$ cat config.mk
export PLATFORM = sky130hd
export DESIGN_NAME = instr_fetch_unit
export DESIGN_NICKNAME = d
export VERILOG_FILES = /design/src/rtl/fetch_pkg.sv /design/src/rtl/fetch_skid_buffer.sv /design/src/rtl/instr_fetch_unit.sv
export SDC_FILE = /design/constraint.sdc
export NUM_CORES = 1
export LEC_CHECK = 0
export ABC_AREA = 0
export CORE_MARGIN = 8
export CORE_UTILIZATION = 56
export DETAILED_ROUTE_END_ITERATION = 16
export GPL_ROUTABILITY_DRIVEN = 0
export PLACE_DENSITY = 0.9
export SETUP_SLACK_MARGIN = 0.1
export SKIP_CTS_REPAIR_TIMING = 1
export SYNTH_ARGS = -nofsm -noshare
export SYNTH_HDL_FRONTEND = slang
export SYNTH_SLANG_ARGS = --single-unit
$ cat constraint.sdc
create_clock -name clk -period 4.36 [get_ports clk]
set_input_delay 1.09 -clock clk [delete_from_list [all_inputs] [get_ports clk]]
set_output_delay 1.09 -clock clk [all_outputs]
set_load 0.01 [all_outputs]
$ cat src/rtl/fetch_pkg.sv
// Shared types and default sizing for the instruction fetch unit.
package fetch_pkg;
    localparam int unsigned ADDR_WIDTH  = 32;
    localparam int unsigned INSTR_WIDTH = 32;
    localparam int unsigned PC_STEP     = 4;
    localparam logic [ADDR_WIDTH-1:0] RESET_PC = '0;

    // One IF/ID entry; pc is the address of the instruction plus PC_STEP.
    typedef struct packed {
        logic                   valid;
        logic [ADDR_WIDTH-1:0]  pc;
        logic [INSTR_WIDTH-1:0] instruction;
    } if_id_t;
endpackage

$ cat src/rtl/fetch_skid_buffer.sv
// One-entry holding register that catches the single response landing
// after the decode side freezes. Clear beats load, load beats drain.
module fetch_skid_buffer
    import fetch_pkg::*;
(
    input  logic   clk,
    input  logic   rst,
    input  logic   load_i,
    input  logic   drain_i,
    input  logic   clear_i,
    input  if_id_t data_i,
    output if_id_t data_o,
    output logic   full_o
);
    logic   full_q, full_d;
    if_id_t data_q, data_d;

    always_comb begin
        full_d = full_q;
        data_d = data_q;
        if (clear_i) begin
            full_d = 1'b0;
        end else if (load_i) begin
            full_d = 1'b1;
            data_d = data_i;
        end else if (drain_i) begin
            full_d = 1'b0;
        end
    end

    always_ff @(posedge clk) begin
        if (rst) begin
            full_q <= 1'b0;
            data_q <= '0;
        end else begin
            full_q <= full_d;
            data_q <= data_d;
        end
    end

    assign data_o = data_q;
    assign full_o = full_q;

    // Issue stops while frozen, so a second word can never land on a full entry.
    skid_no_overflow: assert property (@(posedge clk) disable iff (rst)
        !(load_i && full_q && !clear_i));
endmodule

$ cat src/rtl/instr_fetch_unit.sv
// PC owner and IF/ID register for a registered-output instruction memory.
// Define FETCH_PERF_CNT_EN to add fetched_count / stall_count counters.
module instr_fetch_unit #(
    parameter int unsigned           ADDR_WIDTH = fetch_pkg::ADDR_WIDTH,
    parameter logic [ADDR_WIDTH-1:0] RESET_PC   = fetch_pkg::RESET_PC,
    parameter int unsigned           PC_STEP    = fetch_pkg::PC_STEP
) (
    input  logic                  clk,
    input  logic                  rst,
    output logic [ADDR_WIDTH-1:0] imem_address,
    input  logic [31:0]           imem_instruction,
    input  logic                  freeze,
    input  logic                  branch_taken,
    input  logic [ADDR_WIDTH-1:0] branch_address,
    output logic                  if_valid,
    output logic [31:0]           if_instruction,
    output logic [ADDR_WIDTH-1:0] if_pc
`ifdef FETCH_PERF_CNT_EN
    ,
    output logic [31:0]           fetched_count,
    output logic [31:0]           stall_count
`endif
);
    import fetch_pkg::*;

    localparam logic [ADDR_WIDTH-1:0] STEP = ADDR_WIDTH'(PC_STEP);

    logic [ADDR_WIDTH-1:0] pc_q, pc_d, resp_pc_q, resp_pc_d;
    logic                  resp_valid_q, resp_valid_d;
    if_id_t                ifid_q, ifid_d, resp_entry, skid_entry;
    logic                  skid_full, skid_load, skid_drain;

    assign resp_entry = '{valid: 1'b1, pc: resp_pc_q + STEP, instruction: imem_instruction};
    assign skid_load  = freeze && !branch_taken && resp_valid_q;
    assign skid_drain = !freeze && !branch_taken && skid_full;

    fetch_skid_buffer u_skid (
        .clk     (clk),
        .rst     (rst),
        .load_i  (skid_load),
        .drain_i (skid_drain),
        .clear_i (branch_taken),
        .data_i  (resp_entry),
        .data_o  (skid_entry),
        .full_o  (skid_full)
    );

    // Redirect beats freeze: it squashes the in-flight word and empties IF/ID.
    always_comb begin
        pc_d         = pc_q;
        resp_valid_d = 1'b0;
        resp_pc_d    = resp_pc_q;
        ifid_d       = ifid_q;
        if (branch_taken) begin
            pc_d         = branch_address;
            ifid_d.valid = 1'b0;
        end else if (!freeze) begin
            pc_d         = pc_q + STEP;
            resp_valid_d = 1'b1;
            resp_pc_d    = pc_q;
            if (skid_full)
                ifid_d = skid_entry;
            else if (resp_valid_q)
                ifid_d = resp_entry;
            else
                ifid_d.valid = 1'b0;
        end
    end

    always_ff @(posedge clk) begin
        if (rst) begin
            pc_q         <= RESET_PC;
            resp_valid_q <= 1'b0;
            resp_pc_q    <= '0;
            ifid_q       <= '0;
        end else begin
            pc_q         <= pc_d;
            resp_valid_q <= resp_valid_d;
            resp_pc_q    <= resp_pc_d;
            ifid_q       <= ifid_d;
        end
    end

    assign imem_address   = pc_q;
    assign if_valid       = ifid_q.valid;
    assign if_pc          = ifid_q.pc;
    assign if_instruction = ifid_q.instruction;

`ifdef FETCH_PERF_CNT_EN
    logic [31:0] fetched_q, stall_q;
    logic        load_valid;

    assign load_valid = !branch_taken && !freeze && (skid_full || resp_valid_q);

    always_ff @(posedge clk) begin
        if (rst) begin
            fetched_q <= '0;
            stall_q   <= '0;
        end else begin
            if (load_valid && (fetched_q != '1))
                fetched_q <= fetched_q + 32'd1;
            if (freeze && (stall_q != '1))
                stall_q <= stall_q + 32'd1;
        end
    end

    assign fetched_count = fetched_q;
    assign stall_count   = stall_q;
`endif
endmodule

---- Word-level counts from Yosys, hierarchy flattened ----
Cells that the tools add are included.
cells by class
  $add $sub $neg .......................... 2
  eq/ne operators ......................... 1
  mux-type cells .......................... 8
  bitwise logic cells ..................... 2
  reductions and logical operators ........ 12
operators by type and width
  operator                                                         count
  65-bit two-way mux                                               1
  32-bit by 3-bit adder with 32-bit output, second input constant  2
  32-bit two-way mux                                               2
  64-bit two-way mux                                               1
  1-bit logical AND                                                4
  1-bit two-way mux                                                4
  2-bit AND reduction                                              2
  2-bit nonzero test                                               2
  3-bit AND reduction                                              1
  1-bit zero test                                                  2
  2-bit by 1-bit != test with 1-bit output, second input constant  1
  1-bit inverter                                                   2
  2-bit OR reduction                                               1
storage, ports and cells
  register bits after elaboration ......... 196
  output and inout port bits .............. 97

---- Depth between registers and ports, before layout ----
  depth after elaboration ................. 5
  gate-level depth with buffers ........... 8
  mapped depth without buffers ............ 6

---- By module ----
Synthesis repeated with hierarchy kept, for this count alone.
unflattened totals
  cell total of the unflattened synthesis .. 1089
  area total of the unflattened synthesis .. 9527.9 µm²
modules (own cells, without submodules)
  module             times used  cells each  area an instance (µm²)  seq. area each (µm²)
  instr_fetch_unit   1           789         6379.9                  2602.5
  fetch_skid_buffer  1           300         3148.0                  1321.3

---- Worst setup path after synthesis ----
No wires, ideal clock.
  path kind ............................... input to register
  from .................................... in freeze
  to ...................................... reg pc_q[20], in the netlist imem_address[20]
  setup time .............................. 0.133 ns
  arrival time ............................ 2.660 ns
  path slack .............................. 1.567 ns
  stages on the path ...................... 6
  buffers on the path ..................... 1
  cells stage by stage .................... clkbuf_1 > nand3b_1 > or4_1 > nor4b_1 > nand3b_1 > a31oi_1
on the way
  longest elaborated chain between the ends .. 1
RTL lines
  item                                                       line                    source
  start, declared                                            instr_fetch_unit.sv:12  input logic freeze,
  2-bit by 1-bit != test with 1-bit output (no source line)  --
  end signal, assigned                                       instr_fetch_unit.sv:77  pc_q <= pc_d;
  end, declared                                              instr_fetch_unit.sv:28  logic [ADDR_WIDTH-1:0] pc_q, pc_d, resp_pc_q, resp_pc_d;
No other way between the ends.
A chain may end at the register's enable or synchronous reset.

---- Worst setup path in the final report ----
  from .................................... in freeze
  to ...................................... reg ifid_q, in the netlist if_instruction[10]
on the way
  longest elaborated chain between the ends .. 2
RTL lines
  item                                  line                    source
  1-bit inverter (no source line)       --
  3-bit AND reduction (no source line)  --
  end signal, assigned                  instr_fetch_unit.sv:80  ifid_q <= ifid_d;
  end, declared                         instr_fetch_unit.sv:30  if_id_t ifid_q, ifid_d, resp_entry, skid_entry;
No other way between the ends.

==> results by group <==
Route
  – Antenna viol nets, final: 0
  – Post-DR vias/cell: roughly 5.9
  – Routed WL: 22900 um
  – Vias: 7893
  – Drt initial violations: 809
  – WL/cell: 17.2 um
  – TritonRoute pass-1 iters: 5
  – DR DRC count: 0

Floorplan
  – Initial core utilization: 0.575
  – Rows: 44
  – Die Y: 138 um
  – Placeable core area: roughly 15000 um^2
  – Die width: 138 um
  – DIE AREA: 19200 um^2
  – I/O pin total: 165

STA
  – Final setup viols: 0
  – Clk_skew: 0.00901 ns
  – Setup tns final: 0 ns
  – Hold Fails Final Rpt: 0
  – Final min period: between 3 and 4 ns
  – RSZ-0062 raised after global routing: no
  – Slew at the pin closest to its max-slew limit: 1.14 ns
  – Max Slew Vio Count: 0
  – F_max: 306 MHz
  – Slew headroom: 0.233
  – Period utilization: 0.750

Clocking
  – Clock sink count: around 200
  – CTS Root Cell: clkbuf_16
  – Clock buffer count from CTS: 17
  – Max Root-Sink Buffers: 2
  – Clock latency on the worst-skew pair: 0.43 ns
  – Clock slew at reported path FFs: 0.07 ns
  – CTS tree: done
  – CTS H-tree lvls: 4

Finish
  – Synthesis-to-finish area growth: 27.6%
  – Final Net Count: between 1k and 1.5k
  – ANT cells: 0
  – Fraction of layout cells with a size suffix above 1: 0.0470
  – Final core occ: 0.733

Yosys
  – Ys flop type: dfxtp_1
  – Synth async-reset ratio: 0
  – YS warnings: 0
  – Commonest cells in the netlist: dfxtp_1 (196), nand2_1 (179), a21oi_1 (123), nor2_1 (94), clkbuf_1 (69)
  – #FFs+latches synth: 196
  – Mapped Area: 8390 um^2
  – Sequential fraction of the synthesis area: 0.468
  – Yosys top cell area share: 0.468
  – Mapped Cells: 1021
  – Synth area leader: dfxtp_1
  – EDFF count, synth: 0
  – Post-synthesis cell type count: 46
  – Syn nets: roughly 1.1k
  – Synth Area per Inst: 8.22 um^2
  – Count leader, synth: dfxtp_1
  – Area contributors post-synth: dfxtp_1 (47%), nand2_1 (8.0%), a21oi_1 (7.3%)

Worst hold path
  – Worst hold path depth: 2
  – Worst hold-check path type: reg2reg
  – Min-delay src: u_skid.data_o[26]
  – Hold path endpoint: u_skid.data_o[26]

Setup path
  – Worst path max stage delay: slightly below 0.7 ns
  – CP Cell Sequence: clkdlybuf4s50_1 -> or2_2 -> nor2_4 -> buf_12 -> nor2_1 -> a211oi_1
  – Largest delay share family, worst path: simple AND/OR/NAND/NOR gates
  – R2R setup slack: 1.92 ns
  – Startpoint types: primary input
  – R2R cell count: 6
  – Worst r2r src: imem_address[2]
  – WP buf/inv: 2
  – Slowest CP cell: or2_2
  – R2r endpoint: imem_address[20]
  – CP startpoint: freeze
  – Data required, critical path: 4.69 ns
  – WS Path Type: in2reg
  – Crit path max fanout: 65
  – Worst Path Arrival: approximately 3.6 ns
  – Crit end category: flip-flop

Pwr
  – Power Density: 362 nW/um^2
  – Seq pwr share: 0.490
  – Logic pwr share: 0.083
  – Internal Power: 3.00 mW
  – Pleak: 3.60 nW
  – Psw: 0.871 mW
  – Switch share: 0.225
  – Clock power share: 0.427
  – Maximum vdd ir drop: 0.283 mV

Run
  – Max-cap viol count: 0

Placed design
  – Port bufs: 164
  – DP Wirelength: about 15000 um

GRT
  – Aggregate global-route resource usage: 0.231
  – Vias in the first global route: 7326
  – Largest net degree at the start of global routing: a little under 100
  – Initial antenna violation count: 0
  – Total gr overflow: 0
  – First-pass GRT wire length: 37500 um

Run status
  – Status: complete, no violations
## metrics by stage
stage / cell area, um^2 / instances / total power, mW / worst slack, ns / hold slack, ns
floorplan: 8390 / 1021 / 2.08 / 1.57 / 0.436
CTS: 10700 / 1334 / 3.88 / 1.13 / 0.457
global route: 10700 / 1334 / 3.98 / 0.923 / 0.469
detailed placement: 10100 / 1303 / 2.25 / 0.672 / 0.447
finish: 10700 / 1334 / 3.87 / 1.09 / 0.454
global placement: 10100 / 1303 / 2.24 / 0.740 / 0.439
## state kept, by name, indices dropped and copies added (netlist names)
| name | count |
|---|---|
| resp_pc_q | 32 |
| u_skid.full_o | 1 |
| if_valid | 1 |
| imem_address | 32 |
| u_skid.data_o | 65 |
| resp_valid_q | 1 |
| if_pc | 32 |
| if_instruction | 32 |
## final cells by class
class	instances	area (um^2)
Clock buffer	22	474
Clock inverter	9	151
Fill cell	1032	3890
Inverter	14	52.6
Multi-Input combinational cell	733	4130
Sequential cell	196	3930
Tap cell	184	230
Timing Repair Buffer	176	1740
## metal layers
metal / track usage / vias to the layer above / routed length, um
met5: 0 / - / 0
met4: 0.0801 / 0 / 442
met3: 0.0551 / 46 / 1890
met2: 0.363 / 375 / 10700
met1: 0.303 / 3675 / 9890
li1: - / 3797 / -
## worst max path at each step
| stage | depth (start not counted) | end |
|---|---|---|
| finish | 6 | if_instruction[10] |
| CTS | 6 | if_instruction[10] |
| floorplan | 6 | imem_address[20] |
| detailed placement | 6 | if_instruction[10] |
| global placement | 6 | if_pc[6] |
| global route | 6 | if_instruction[2] |
## layout by cell type (no fill, tap or decap), drive strengths merged, types with 21 or more instances in the layout
| master | instances |
|---|---|
| dfxtp | 196 |
| nand2 | 179 |
| clkdlybuf4s50 | 163 |
| a21oi | 123 |
| nor2 | 94 |
| a211oi | 52 |
| mux2i | 45 |
| nand3 | 32 |
| o21ai | 29 |
| xor2 | 28 |
| and3 | 22 |
| clkbuf | 22 |
| xnor2 | 21 |
## cell families (layout without fill, tap and decap cells)
family,Yosys count,after routing,synth area share
and+or+nand+nor,397,397,0.215
AOI/OAI and AO/OA,240,240,0.167
DFF,196,196,0.468
buffers and inverters,92,221,0.0424
xor gates and xnor gates,49,49,0.0512
muxes,45,45,0.0537
adders and majority gates,2,2,0.00298
## tightest hold or removal path, cell delays in order, from the launching register on
cell,delay [ns]
dfxtp_1,0.31
nand2_1,0.05
a21oi_1,0.05
## power by group through the flow
| stage | Clock, mW | Sequential (mW) | Combinational (mW) |
|---|---|---|---|
| floorplan | 0 | 1.93 | 0.149 |
| global placement | 0 | 1.93 | 0.310 |
| detailed placement | 0 | 1.93 | 0.317 |
| CTS | 1.67 | 1.89 | 0.320 |
| global route | 1.73 | 1.90 | 0.348 |
| finish | 1.65 | 1.90 | 0.321 |
(Power assumes the default switching activity.)
